### src/rtl/pipeline_ctrl_pkg.sv
// Shared encodings and widths for the pipeline stall/flush sequencer.
// Imported by the top-level controller and by the load-use comparator.
package pipe_ctrl_pkg;

    typedef enum logic [1:0] {
        RUN      = 2'd0,
        MEM_WAIT = 2'd1,
        ERR      = 2'd2
    } state_t;

    localparam logic [4:0] REG_X0     = 5'd0;
    localparam int         WAIT_CNT_W = 8;

endpackage

### src/rtl/pipeline_ctrl_hazard_detect.sv
// Load-use comparator: flags an ID operand that depends on a load still in EX.
// Writes to x0 never create a dependency.
module hazard_detect
    import pipe_ctrl_pkg::*;
(
    input  logic [4:0] id_rs1,
    input  logic [4:0] id_rs2,
    input  logic       id_use_rs1,
    input  logic       id_use_rs2,
    input  logic [4:0] ex_rd,
    input  logic       ex_is_load,
    output logic       load_use
);

    logic w_rs1_hit;
    logic w_rs2_hit;

    assign w_rs1_hit = id_use_rs1 && (id_rs1 == ex_rd);
    assign w_rs2_hit = id_use_rs2 && (id_rs2 == ex_rd);
    assign load_use  = ex_is_load && (ex_rd != REG_X0) && (w_rs1_hit || w_rs2_hit);

endmodule

### src/rtl/pipeline_ctrl.sv
// Stall/flush sequencer for the 5-stage pipeline: memory wait > branch > load-use.
// Controls are combinational from state and inputs; a memory timeout parks the block in ERR.
//
// state    | meaning
// RUN      | normal flow; branch and load-use hazards resolved here
// MEM_WAIT | data memory outstanding; pipeline frozen, WB bubbled
// ERR      | memory timed out; everything frozen until reset
module pipeline_ctrl
    import pipe_ctrl_pkg::*;
#(
    parameter int MEM_TIMEOUT = 16,
    parameter int CNT_W       = 16
) (
    input  logic             clk,
    input  logic             reset,
    input  logic [4:0]       id_rs1,
    input  logic [4:0]       id_rs2,
    input  logic             id_use_rs1,
    input  logic             id_use_rs2,
    input  logic [4:0]       ex_rd,
    input  logic             ex_is_load,
    input  logic             ex_br_taken,
    input  logic             mem_req,
    input  logic             mem_ready,
    output logic             pc_en,
    output logic             if_id_en,
    output logic             if_id_flush,
    output logic             id_ex_en,
    output logic             id_ex_flush,
    output logic             ex_mem_en,
    output logic             mem_wb_flush,
    output logic             err,
    output logic [CNT_W-1:0] stall_cnt
);

    localparam logic [WAIT_CNT_W-1:0] TIMEOUT_V = WAIT_CNT_W'(MEM_TIMEOUT);

    state_t                r_state;
    state_t                w_state_nxt;
    logic [WAIT_CNT_W-1:0] r_wait_cnt;
    logic [WAIT_CNT_W-1:0] w_wait_cnt_nxt;
    logic                  r_err;
    logic                  w_err_nxt;
    logic [CNT_W-1:0]      r_stall_cnt;

    logic w_load_use;
    logic w_mem_stall;
    logic w_pc_en;
    logic w_if_id_en;
    logic w_if_id_flush;
    logic w_id_ex_en;
    logic w_id_ex_flush;
    logic w_ex_mem_en;
    logic w_mem_wb_flush;

    hazard_detect u_hazard_detect (
        .id_rs1     (id_rs1),
        .id_rs2     (id_rs2),
        .id_use_rs1 (id_use_rs1),
        .id_use_rs2 (id_use_rs2),
        .ex_rd      (ex_rd),
        .ex_is_load (ex_is_load),
        .load_use   (w_load_use)
    );

    assign w_mem_stall = ((r_state == RUN) && mem_req && !mem_ready) ||
                         ((r_state == MEM_WAIT) && !mem_ready);

    always_comb begin
        w_state_nxt    = r_state;
        w_wait_cnt_nxt = r_wait_cnt;
        w_err_nxt      = r_err;
        w_pc_en        = 1'b1;
        w_if_id_en     = 1'b1;
        w_if_id_flush  = 1'b0;
        w_id_ex_en     = 1'b1;
        w_id_ex_flush  = 1'b0;
        w_ex_mem_en    = 1'b1;
        w_mem_wb_flush = 1'b0;

        if (r_state == ERR) begin
            w_pc_en        = 1'b0;
            w_if_id_en     = 1'b0;
            w_id_ex_en     = 1'b0;
            w_ex_mem_en    = 1'b0;
            w_mem_wb_flush = 1'b1;
        end else if (w_mem_stall) begin
            // WB is bubbled so the frozen MEM instruction does not retire twice.
            w_pc_en        = 1'b0;
            w_if_id_en     = 1'b0;
            w_id_ex_en     = 1'b0;
            w_ex_mem_en    = 1'b0;
            w_mem_wb_flush = 1'b1;
            if (r_state == RUN) begin
                w_state_nxt    = MEM_WAIT;
                w_wait_cnt_nxt = WAIT_CNT_W'(1);
            end else if (r_wait_cnt == TIMEOUT_V) begin
                w_state_nxt = ERR;
                w_err_nxt   = 1'b1;
            end else begin
                w_wait_cnt_nxt = r_wait_cnt + WAIT_CNT_W'(1);
            end
        end else begin
            if (r_state == MEM_WAIT) begin
                w_state_nxt    = RUN;
                w_wait_cnt_nxt = '0;
            end
            // A taken branch makes ID wrong-path, so its load-use hazard is moot.
            if (ex_br_taken) begin
                w_if_id_flush = 1'b1;
                w_id_ex_flush = 1'b1;
            end else if (w_load_use) begin
                w_pc_en       = 1'b0;
                w_if_id_en    = 1'b0;
                w_id_ex_flush = 1'b1;
            end
        end

        if (reset) begin
            w_pc_en        = 1'b0;
            w_if_id_en     = 1'b0;
            w_if_id_flush  = 1'b0;
            w_id_ex_en     = 1'b0;
            w_id_ex_flush  = 1'b0;
            w_ex_mem_en    = 1'b0;
            w_mem_wb_flush = 1'b0;
        end
    end

    always_ff @(posedge clk) begin
        if (reset) begin
            r_state     <= RUN;
            r_wait_cnt  <= '0;
            r_err       <= 1'b0;
            r_stall_cnt <= '0;
        end else begin
            r_state    <= w_state_nxt;
            r_wait_cnt <= w_wait_cnt_nxt;
            r_err      <= w_err_nxt;
            if (!w_pc_en && (r_stall_cnt != '1)) begin
                r_stall_cnt <= r_stall_cnt + CNT_W'(1);
            end
        end
    end

    assign pc_en        = w_pc_en;
    assign if_id_en     = w_if_id_en;
    assign if_id_flush  = w_if_id_flush;
    assign id_ex_en     = w_id_ex_en;
    assign id_ex_flush  = w_id_ex_flush;
    assign ex_mem_en    = w_ex_mem_en;
    assign mem_wb_flush = w_mem_wb_flush;
    assign err          = r_err;
    assign stall_cnt    = r_stall_cnt;

endmodule

### config.mk
export PLATFORM = sky130hd
export DESIGN_NAME = pipeline_ctrl
export DESIGN_NICKNAME = d
export VERILOG_FILES = /design/src/rtl/pipeline_ctrl_pkg.sv /design/src/rtl/pipeline_ctrl_hazard_detect.sv /design/src/rtl/pipeline_ctrl.sv
export SDC_FILE = /design/constraint.sdc
export NUM_CORES = 1
export LEC_CHECK = 0
export BUFFER_PORTS_ARGS = -buffer_cell sky130_fd_sc_hd__buf_2
export CAP_MARGIN = 25
export CELL_PAD_IN_SITES_DETAIL_PLACEMENT = 1
export CELL_PAD_IN_SITES_GLOBAL_PLACEMENT = 1
export CORE_ASPECT_RATIO = 0.7
export CORE_MARGIN = 2
export CORE_UTILIZATION = 39
export CTS_CLUSTER_DIAMETER = 60
export DETAILED_ROUTE_END_ITERATION = 12
export GPL_ROUTABILITY_DRIVEN = 0
export HOLD_SLACK_MARGIN = 0.12
export PLACE_DENSITY = 0.83
export SYNTH_ARGS = -nofsm -noshare
export SYNTH_HDL_FRONTEND = slang
export SYNTH_SLANG_ARGS = --single-unit
### constraint.sdc
create_clock -name clk -period 2.9 [get_ports clk]
set_clock_uncertainty 0.05 [all_clocks]
set_input_delay 0.58 -clock clk [delete_from_list [all_inputs] [get_ports clk]]
set_output_delay 0.58 -clock clk [all_outputs]
set_load 0.005 [all_outputs]
[Yosys cells after proc, flatten, opt, wreduce, memory -nomap -nowiden]
Index checks and enable logic that the tools add are counted.
Word-level totals
  register bits after elaboration: 27
  bits of input ports: 23
  output and inout port bits: 24
  logic and storage cells: 62
Operators by class
  add/sub/neg operators: 2
  equal/unequal tests: 8
  multiplexer cells: 28
  bitwise operators: 2
  reductions and logical operators: 18
Operators by type and width (number)
  8-bit 2-to-1 mux: 4
  1-bit 2-to-1 mux: 20
  16-bit by 1-bit adder with 16-bit output, second input constant: 1
  16-bit != test, second input constant: 1
  5-bit == test: 2
  8-bit by 1-bit adder with 8-bit output, second input constant: 1
  8-bit by 5-bit == test with 1-bit output, second input constant: 1
  1-bit logical AND: 8
  2-bit 2-to-1 mux: 4
  3-bit AND reduction: 2
  5-bit nonzero test: 1
  4-bit AND reduction: 1
  3-bit by 1-bit != test with 1-bit output, second input constant: 1
  3-bit != test, second input constant: 1
  2-bit by 1-bit == test with 1-bit output, second input constant: 1
  2-bit == test, second input constant: 1
  1-bit zero test: 2
  2-bit zero test: 1
  1-bit logical OR: 2
  1-bit inverter: 2
  2-bit nonzero test: 1

[Depth between registers and ports, before layout]
Gate-level depths: netlist of the first run.
  depth in word-level cells: 11
  mapped depth: 9
  depth with buffers taken out: 8

[By module]
A second synthesis of the first run with hierarchy kept.
Unflattened totals
  cell total of the unflattened synthesis: 187
  area, all modules: 1642.8 um^2
By module, submodules not included
  pipeline_ctrl: times used 1, cells an instance 170, area each 1508.9 um^2
  hazard_detect: times used 1, cells an instance 17, area each 133.9 um^2

[Worst setup path before layout of the first run]
Ideal clock, no wire load.
  path kind: input to output
  from: in ex_rd[1]
  to: out pc_en
  arrival: 1.717 ns
  slack: 0.553 ns
  stages on the path: 5
  path buffers: 1
  cells stage by stage: or4_1 o21ai_2 nor2_1 a21boi_0 buf_4
On the way
  longest elaborated chain between the ends: 9
  elaborated cells on any way between the ends: 13
  classes of those cells: eq/ne: 2; mux: 5; reduce/logical: 6
RTL lines
  start: declaration: RTL line pipeline_ctrl.sv:20  | input logic [4:0] ex_rd,
  5-bit == test, on equally long branches: RTL line pipeline_ctrl_hazard_detect.sv:18, pipeline_ctrl_hazard_detect.sv:19
  1-bit logical AND, on equally long branches: RTL line pipeline_ctrl_hazard_detect.sv:18, pipeline_ctrl_hazard_detect.sv:19
  1-bit logical OR: RTL line pipeline_ctrl_hazard_detect.sv:20  | assign load_use = ex_is_load && (ex_rd != REG_X0) && (w_rs1_hit || w_rs2_hit);
  1-bit logical AND (*): RTL line pipeline_ctrl_hazard_detect.sv:20
  1-bit 2-to-1 mux (*) (5 in a row)
  end: declaration: RTL line pipeline_ctrl.sv:25  | output logic pc_en,
Every way passes the cells marked *; elsewhere a longest branch is shown, timed or not.

[Final worst setup path of the first run]
  from: in ex_rd[1]
  to: out id_ex_flush
On the way
  longest elaborated chain between the ends: 9
  elaborated cells on any way between the ends: 13
  classes of those cells: eq/ne: 2; mux: 5; reduce/logical: 6
RTL lines
  5-bit == test, on equally long branches: RTL line pipeline_ctrl_hazard_detect.sv:18, pipeline_ctrl_hazard_detect.sv:19
  1-bit logical AND, on equally long branches: RTL line pipeline_ctrl_hazard_detect.sv:18, pipeline_ctrl_hazard_detect.sv:19
  1-bit logical OR: RTL line pipeline_ctrl_hazard_detect.sv:20
  1-bit logical AND (*): RTL line pipeline_ctrl_hazard_detect.sv:20
  1-bit 2-to-1 mux (*): RTL line pipeline_ctrl.sv:112  | end else if (w_load_use) begin
  1-bit 2-to-1 mux (*): RTL line pipeline_ctrl.sv:109  | if (ex_br_taken) begin
  1-bit 2-to-1 mux (*): RTL line pipeline_ctrl.sv:87  | end else if (w_mem_stall) begin
  1-bit 2-to-1 mux (*): RTL line pipeline_ctrl.sv:81  | if (r_state == ERR) begin
  1-bit 2-to-1 mux (*): RTL line pipeline_ctrl.sv:119  | if (reset) begin
  end: declaration: RTL line pipeline_ctrl.sv:29  | output logic id_ex_flush,
Marked as above.

==> run summary, run 1 <==
==============================================================================
Timing-limited maximum frequency ................................    0.398 GHz
CTS Buf Count ...................................................            3
Average cell area after synthesis ...............................     7.97 µm²
First-pass GRT wire length ......................................      6680 µm
Mapped cell area ................................................     1550 µm²
Die footprint ...................................................     4510 µm²
Hold/Removal Path Class ......................................... flop to flop
Core footprint ..................................................     3870 µm²
Clock Pin Slew Worst Setup and Hold Paths .......................      0.08 ns
Wirelength per Cell .............................................      14.2 µm
Clock period minus worst slack ..................................      2.51 ns
TritonCTS clock tree ............................................        built
Area share of the largest cell type after synthesis .............        0.348
Headroom to the max-slew limit ..................................        0.631
Final design utilization ........................................        0.476
Yosys warning count .............................................            0
Cell accounting for the most synthesized area ................... sky130_fd_sc_hd__dfxtp_1
Total via count in the routed design ............................        1,583
Commonest non-fill, non-tap cells in the layout ................. sky130_fd_sc_hd__buf_2 (46), sky130_fd_sc_hd__dfxtp_1 (27), sky130_fd_sc_hd__a21oi_1 (23)
Summed negative setup slack over all endpoints ..................         0 ns
Overall fraction of global-route tracks in use ..................        0.186
Part of the Yosys area used for sequential elements .............        0.348
Capture endpoint of the worst hold path .........................          err
Post-synthesis cell count .......................................          195
Total grt overflow ..............................................            0
Fin nets ........................................................          264
Non-Filler Cell Area, Final .....................................     1840 µm²
Number of max-capacitance violations reported ...................            0
Dominant cells by area after synthesis .......................... sky130_fd_sc_hd__dfxtp_1 (35%), sky130_fd_sc_hd__a21oi_1 (7.4%), sky130_fd_sc_hd__o21ai_1 (5.8%)
Startpoint of the tightest hold check path ......................          err
Die width .......................................................      79.4 µm
Ratio of cells with drive above 1 in the final layout ...........        0.241
Syn Nets ........................................................          221
Most common library cell in the layout ignoring fill and taps ... sky130_fd_sc_hd__buf_2
Iteration count of the initial detailed-routing pass ............            4
Count of nets left with antenna violations after detail routing .            0
Clock sink total ................................................           27
Worst endpoint data arrival time ................................      1.88 ns
Cell count of the worst reg-to-reg path .........................            6
Vias in the first global route ..................................        1,490
Vertical extent of the die ......................................      56.8 µm
Post-cts resize count ...........................................            0
Total Wirelength ................................................      4110 µm
Total of flip-flops plus latches after synthesis ................           27
Number of H-tree levels .........................................            1
Biggest fanout along the worst timing path ......................            3
Crit Path Category .............................................. primary input to output port
Category of the worst setup path capture point ..................  output port
Vias per cell ...................................................         5.48
Buffers added on ports ..........................................           46
Hold Violations, Final ..........................................            0
Cells after DPL .................................................          285
Final cell count without fillers ................................          289
Number of cells on the worst hold path ..........................            2
Data required, critical path ....................................      2.27 ns
DRC .............................................................            0
DR iter-0 viols .................................................           52
Root Buffer ..................................................... sky130_fd_sc_hd__clkbuf_8
Hold Buf Count CTS ..............................................            0
Startpoint types ................................................ primary input
Initial antenna violation count .................................            0
Final hold slack ................................................     0.399 ns
R2r setup slk ...................................................      0.73 ns
Layout overhead on the synthesized area .........................        18.7%
Distinct cells, synth ...........................................           45
Cell area after placement .......................................     1800 µm²
Async S/R FF share, synth .......................................            0
Site row count ..................................................           19
Pin count of the biggest net entering global routing ............           31
Maximum vdd drop ................................................       307 µV
Pin slew with the least headroom to its limit ...................     0.549 ns
Buffer depth of the longest clock path ..........................            2
Startpoint of the worst register-to-register path ...............   r_state[1]
Number of enable flip-flop cells after synthesis ................            0
Fin crit share ..................................................        0.866
Worst skew pair latency .........................................      0.28 ns
Capture point of the worst reg-to-reg path ...................... r_wait_cnt[5]
Dominant register cell in the synthesized netlist ............... sky130_fd_sc_hd__dfxtp_1
Reported leakage power ..........................................     0.733 nW
Post-detail-place hpwl ..........................................      3040 µm
Starting Density ................................................        0.401
Final setup violating endpoints .................................            0
Diode insertion count for antenna repair ........................            0
Number of ports placed on the die boundary ......................           47
Outcome ......................................................... finished, final reports clean
Setup repair after global routing missed its margin .............        false
Pins over their slew limit ......................................            0
Areal power density over the cells ..............................   381 nW/µm²
Post-CTS setup buffer count .....................................            0
==============================================================================
==> how the worst max path moves through the flow <==
stage | slack [ns] | end | start | depth (start not counted)
finish | 0.39 | id_ex_flush | ex_rd[1] | 6
global route | 0.33 | id_ex_flush | ex_rd[1] | 6
CTS | 0.38 | id_ex_flush | ex_rd[1] | 6
detailed placement | 0.39 | id_ex_flush | ex_rd[1] | 6
global placement | 0.40 | id_ex_flush | ex_rd[1] | 6
floorplan | 0.55 | pc_en | ex_rd[1] | 5
==> cell type report <==
cell class                 instances  area, µm²
fill                             506       2030
multi-input combinational        153        928
sequential                        27        541
timing repair buffer              48        245
tap                               52       65.1
clock buffer                       3       41.3
inverter                           5       18.8
clock inverter                     1       5.00
==> cells by family (layout without fill, tap and decap cells) <==
family,after synthesis,after routing,share of synthesized area
mux,1,1,0.00644
xor+xnor,11,11,0.0620
flops,27,27,0.348
simple gates,84,84,0.304
buf+inv,15,57,0.0547
compound gates,54,54,0.201
fa+ha+maj,3,3,0.0242
==> metal layers <==
layer,up-vias,GRT usage,part of all wire
li1,794,-,-
met1,737,0.250,0.51
met2,46,0.292,0.41
met3,6,0.0547,0.072
met4,0,0.0468,0.010
met5,-,0,0
==> power breakdown <==
group          leakage (nW)  total [mW]  switching [mW]  internal (mW)
sequential            0.218       0.386         0.00866          0.377
combinational         0.489       0.101          0.0552         0.0458
clock                0.0255       0.216           0.120         0.0965
total                 0.733       0.703           0.184          0.519
==> synth_stat cells (2+ instances only) <==
cell and count:
sky130_fd_sc_hd__nand3_1 10, sky130_fd_sc_hd__o21ai_1 18, sky130_fd_sc_hd__nor4_1 2, sky130_fd_sc_hd__buf_2 2, sky130_fd_sc_hd__dfxtp_1 27, sky130_fd_sc_hd__or4_1 3
sky130_fd_sc_hd__clkbuf_1 4, sky130_fd_sc_hd__and2_1 2, sky130_fd_sc_hd__nor2_1 14, sky130_fd_sc_hd__or3_1 13, sky130_fd_sc_hd__nand4_1 7, sky130_fd_sc_hd__ha_1 3
sky130_fd_sc_hd__a21oi_1 23, sky130_fd_sc_hd__and4_1 2, sky130_fd_sc_hd__nand4b_1 2, sky130_fd_sc_hd__nand2_1 11, sky130_fd_sc_hd__inv_1 5, sky130_fd_sc_hd__xnor2_1 10
sky130_fd_sc_hd__o31ai_1 2, sky130_fd_sc_hd__buf_4 2, sky130_fd_sc_hd__nor2b_1 4, sky130_fd_sc_hd__and3_1 6
==> per-stage QoR <==
stage / setup slack (ns) / total power, mW
2_1_floorplan: 0.553 / 0.459
3_3_place_gp: 0.403 / 0.493
3_5_place_dp: 0.386 / 0.495
4_1_cts: 0.380 / 0.713
5_1_grt: 0.327 / 0.739
6_report: 0.389 / 0.703
==> registers in the layout (all words and copies together) (netlist names) <==
name        count
err             1
r_state         2
r_wait_cnt      8
stall_cnt      16
==> worst max-delay path, cell delays in order <==
cell and delay [ns]:
sky130_fd_sc_hd__buf_2 0.12, sky130_fd_sc_hd__or4_1 0.54, sky130_fd_sc_hd__o21ai_2 0.16, sky130_fd_sc_hd__and2b_1 0.20
sky130_fd_sc_hd__o21a_1 0.16, sky130_fd_sc_hd__buf_2 0.12
No activity file was read; power rests on OpenSTA's default activity.
==> run 2: changes to the inputs <==
- ABC_AREA: default -> 1
- CORE_UTILIZATION: 39 -> 40
- PLACE_DENSITY: 0.83 -> 0.84
==> run 2 against run 1 <==
Critical path depth unchanged. Clock-buffer cell count unchanged. Non-clock buffer count decreased by 1. Final cell count increased by 33%. Critical path type is now flop to output port. Critical endpoint unchanged. Largest power group unchanged.
==> run summary, run 2 <==
==============================================================================
Number of enable flip-flop cells after synthesis ................            0
Post-CTS setup buffer count .....................................            0
Hold/Removal Path Class ......................................... flop to flop
Hold Buf Count CTS ..............................................            0
Biggest fanout along the worst timing path ......................           19
Ratio of cells with drive above 1 in the final layout ...........        0.232
Overall fraction of global-route tracks in use ..................        0.216
Buffers added on ports ..........................................           46
Startpoint of the worst setup timing path .......................   r_state[0]
Combinational Power Share .......................................        0.173
Clk network pwr share ...........................................        0.316
Relative contribution of sequential cells to total power ........        0.511
Total Wirelength ................................................      5400 µm
Areal power density over the cells ..............................   342 nW/µm²
Fin nets ........................................................          355
Root Buffer ..................................................... sky130_fd_sc_hd__clkbuf_8
Distinct cells, synth ...........................................           33
Number of H-tree levels .........................................            1
Site row count ..................................................           20
Vias in the first global route ..................................        1,919
Maximum vdd drop ................................................       296 µV
Setup repair after global routing missed its margin .............        false
Mapped cell area ................................................     1900 µm²
Die width .......................................................      86.4 µm
Dominant cells by area after synthesis .......................... sky130_fd_sc_hd__dfxtp_1 (28%), sky130_fd_sc_hd__nand2_1 (16%), sky130_fd_sc_hd__nor2_1 (6.5%)
Core footprint ..................................................     4450 µm²
Most common library cell in the layout ignoring fill and taps ... sky130_fd_sc_hd__nand2_1
Cell area after placement .......................................     2150 µm²
Headroom to the max-slew limit ..................................        0.698
Area share of the largest cell type after synthesis .............        0.284
Reported leakage power ..........................................     0.979 nW
Vertical extent of the die ......................................      61.7 µm
Starting Density ................................................        0.427
Worst endpoint data arrival time ................................      1.71 ns
Pin slew with the least headroom to its limit ...................     0.451 ns
Crit Path Category .............................................. flop to output port
Vias per cell ...................................................         5.18
Diode insertion count for antenna repair ........................            0
Initial antenna violation count .................................            0
Most frequent cells after synthesis ............................. sky130_fd_sc_hd__nand2_1 (79), sky130_fd_sc_hd__nor2_1 (33), sky130_fd_sc_hd__dfxtp_1 (27), sky130_fd_sc_hd__inv_1 (27), sky130_fd_sc_hd__a21oi_1 (22)
Syn Nets ........................................................          311
Pint ............................................................       526 µW
Die footprint ...................................................     5330 µm²
Most common cell in the synthesized netlist ..................... sky130_fd_sc_hd__nand2_1
Clock period minus worst slack ..................................      2.34 ns
Switching pwr ...................................................       229 µW
Layout overhead on the synthesized area .........................        15.9%
Buffer depth of the longest clock path ..........................            2
Wirelength per Cell .............................................      14.1 µm
Dominant register cell in the synthesized netlist ............... sky130_fd_sc_hd__dfxtp_1
Startpoint types ................................................         flop
DRC .............................................................            0
Worst skew pair latency .........................................      0.29 ns
Outcome ......................................................... finished, final reports clean
R2r setup slk ...................................................      0.80 ns
Iteration count of the initial detailed-routing pass ............            4
Total of flip-flops plus latches after synthesis ................           27
Final setup violating endpoints .................................            0
Post-synthesis cell count .......................................          285
Clock Pin Slew Worst Setup and Hold Paths .......................      0.11 ns
TritonCTS clock tree ............................................        built
Fin crit share ..................................................        0.806
Pins over their slew limit ......................................            0
Hold Violations, Final ..........................................            0
Capture endpoint of the worst hold path .........................          err
Yosys warning count .............................................            0
Category of the worst setup path capture point ..................  output port
Data required, critical path ....................................      2.27 ns
Part of the Yosys area used for sequential elements .............        0.284
First-pass GRT wire length ......................................      9000 µm
Average cell area after synthesis ...............................     6.67 µm²
Total via count in the routed design ............................        1,985
Startpoint of the tightest hold check path ......................          err
Capture point of the worst reg-to-reg path ...................... stall_cnt[4]
Post-detail-place hpwl ..........................................      4140 µm
Cell accounting for the most synthesized area ................... sky130_fd_sc_hd__dfxtp_1
Total grt overflow ..............................................            0
Pin count of the biggest net entering global routing ............           23
Summed negative setup slack over all endpoints ..................         0 ns
Startpoint of the worst register-to-register path ............... stall_cnt[0]
DR iter-0 viols .................................................           60
Number of flip-flops in the largest register ....................           16
CTS Buf Count ...................................................            3
Number of ports placed on the die boundary ......................           47
Switch share ....................................................        0.303
Count of nets left with antenna violations after detail routing .            0
Number of cells on the worst hold path ..........................            1
Clock sink total ................................................           27
Post-cts resize count ...........................................            0
Commonest non-fill, non-tap cells in the layout ................. sky130_fd_sc_hd__nand2_1 (79), sky130_fd_sc_hd__buf_2 (46), sky130_fd_sc_hd__nor2_1 (33)
Async S/R FF share, synth .......................................            0
Cell count of the worst reg-to-reg path .........................            7
Non-Filler Cell Area, Final .....................................     2200 µm²
Number of max-capacitance violations reported ...................            0
Timing-limited maximum frequency ................................    0.428 GHz
==============================================================================
## run 2: cell count changes after synthesis, sizes merged, moves of 4 or more
cell / delta
or3: -13
nor3: +4
xor2: +6
nand4: +12
nand2: +70
inv: +30
o21ai: -11
nor2: +24
nor2b: -4
and3: -5
nand3: +7
## run 2: area by class of cell
| class | instances | area [µm²] |
|---|---|---|
| fill | 638 | 2250 |
| tap | 55 | 68.8 |
| sequential | 27 | 541 |
| clock buffer | 3 | 41.3 |
| multi-input combinational | 215 | 1170 |
| timing repair buffer | 47 | 238 |
| clock inverter | 1 | 8.76 |
| inverter | 35 | 134 |
## run 2: logic make-up after synthesis
logic type      count (synthesis)  synth area share
simple gates                  162             0.429
buf+inv                        43            0.0988
compound gates                 36             0.103
flops                          27             0.284
xor+xnor                       14            0.0645
fa+ha+maj                       3            0.0198
## run 2: worst max-delay path by stage
stage	slack [ns]	endpoint	cells after the start
after floorplan	0.78	pc_en	11
after global placement	0.65	id_ex_flush	10
after detailed placement	0.62	id_ex_flush	10
after CTS	0.56	id_ex_flush	6
after global routing	0.47	id_ex_flush	6
final	0.56	id_ex_flush	6
## run 2: critical path: stages (launching register included)
cell and delay, ns:
sky130_fd_sc_hd__dfxtp_1 0.46, sky130_fd_sc_hd__nor2_2 0.09, sky130_fd_sc_hd__nor3_4 0.36, sky130_fd_sc_hd__nor2_8 0.10, sky130_fd_sc_hd__nand2_8 0.16, sky130_fd_sc_hd__o31ai_1 0.10, sky130_fd_sc_hd__buf_2 0.15
## run 2: per-stage QoR
| step | std cells | power, mW | setup slack (ns) | util | hold WS, ns |
|---|---|---|---|---|---|
| 6_report | 383 | 0.754 | 0.563 | 0.495 | 0.423 |
| 5_1_grt | 383 | 0.792 | 0.472 | 0.495 | 0.440 |
| 4_1_cts | 383 | 0.759 | 0.561 | 0.495 | 0.430 |
| 3_5_place_dp | 379 | 0.525 | 0.625 | 0.483 | 0.404 |
| 3_3_place_gp | 379 | 0.521 | 0.647 | 0.483 | 0.399 |
| 2_1_floorplan | 285 | 0.479 | 0.778 | - | 0.403 |
## run 2: metal layers
metal	GRT usage	vias up	routed length, µm
li1	-	1009	-
met2	0.375	41	2420
met4	0.0223	0	11
met3	0.0322	2	221
met1	0.298	933	2740
met5	0	-	0
## run 2: power by group through the flow
| stage | Sequential (mW) | Combinational [mW] | Clock, mW |
|---|---|---|---|
| finish | 0.385 | 0.131 | 0.238 |
| detailed placement | 0.394 | 0.131 | 0 |
| global route | 0.387 | 0.148 | 0.257 |
| global placement | 0.394 | 0.128 | 0 |
| CTS | 0.385 | 0.132 | 0.242 |
| floorplan | 0.391 | 0.0871 | 0 |
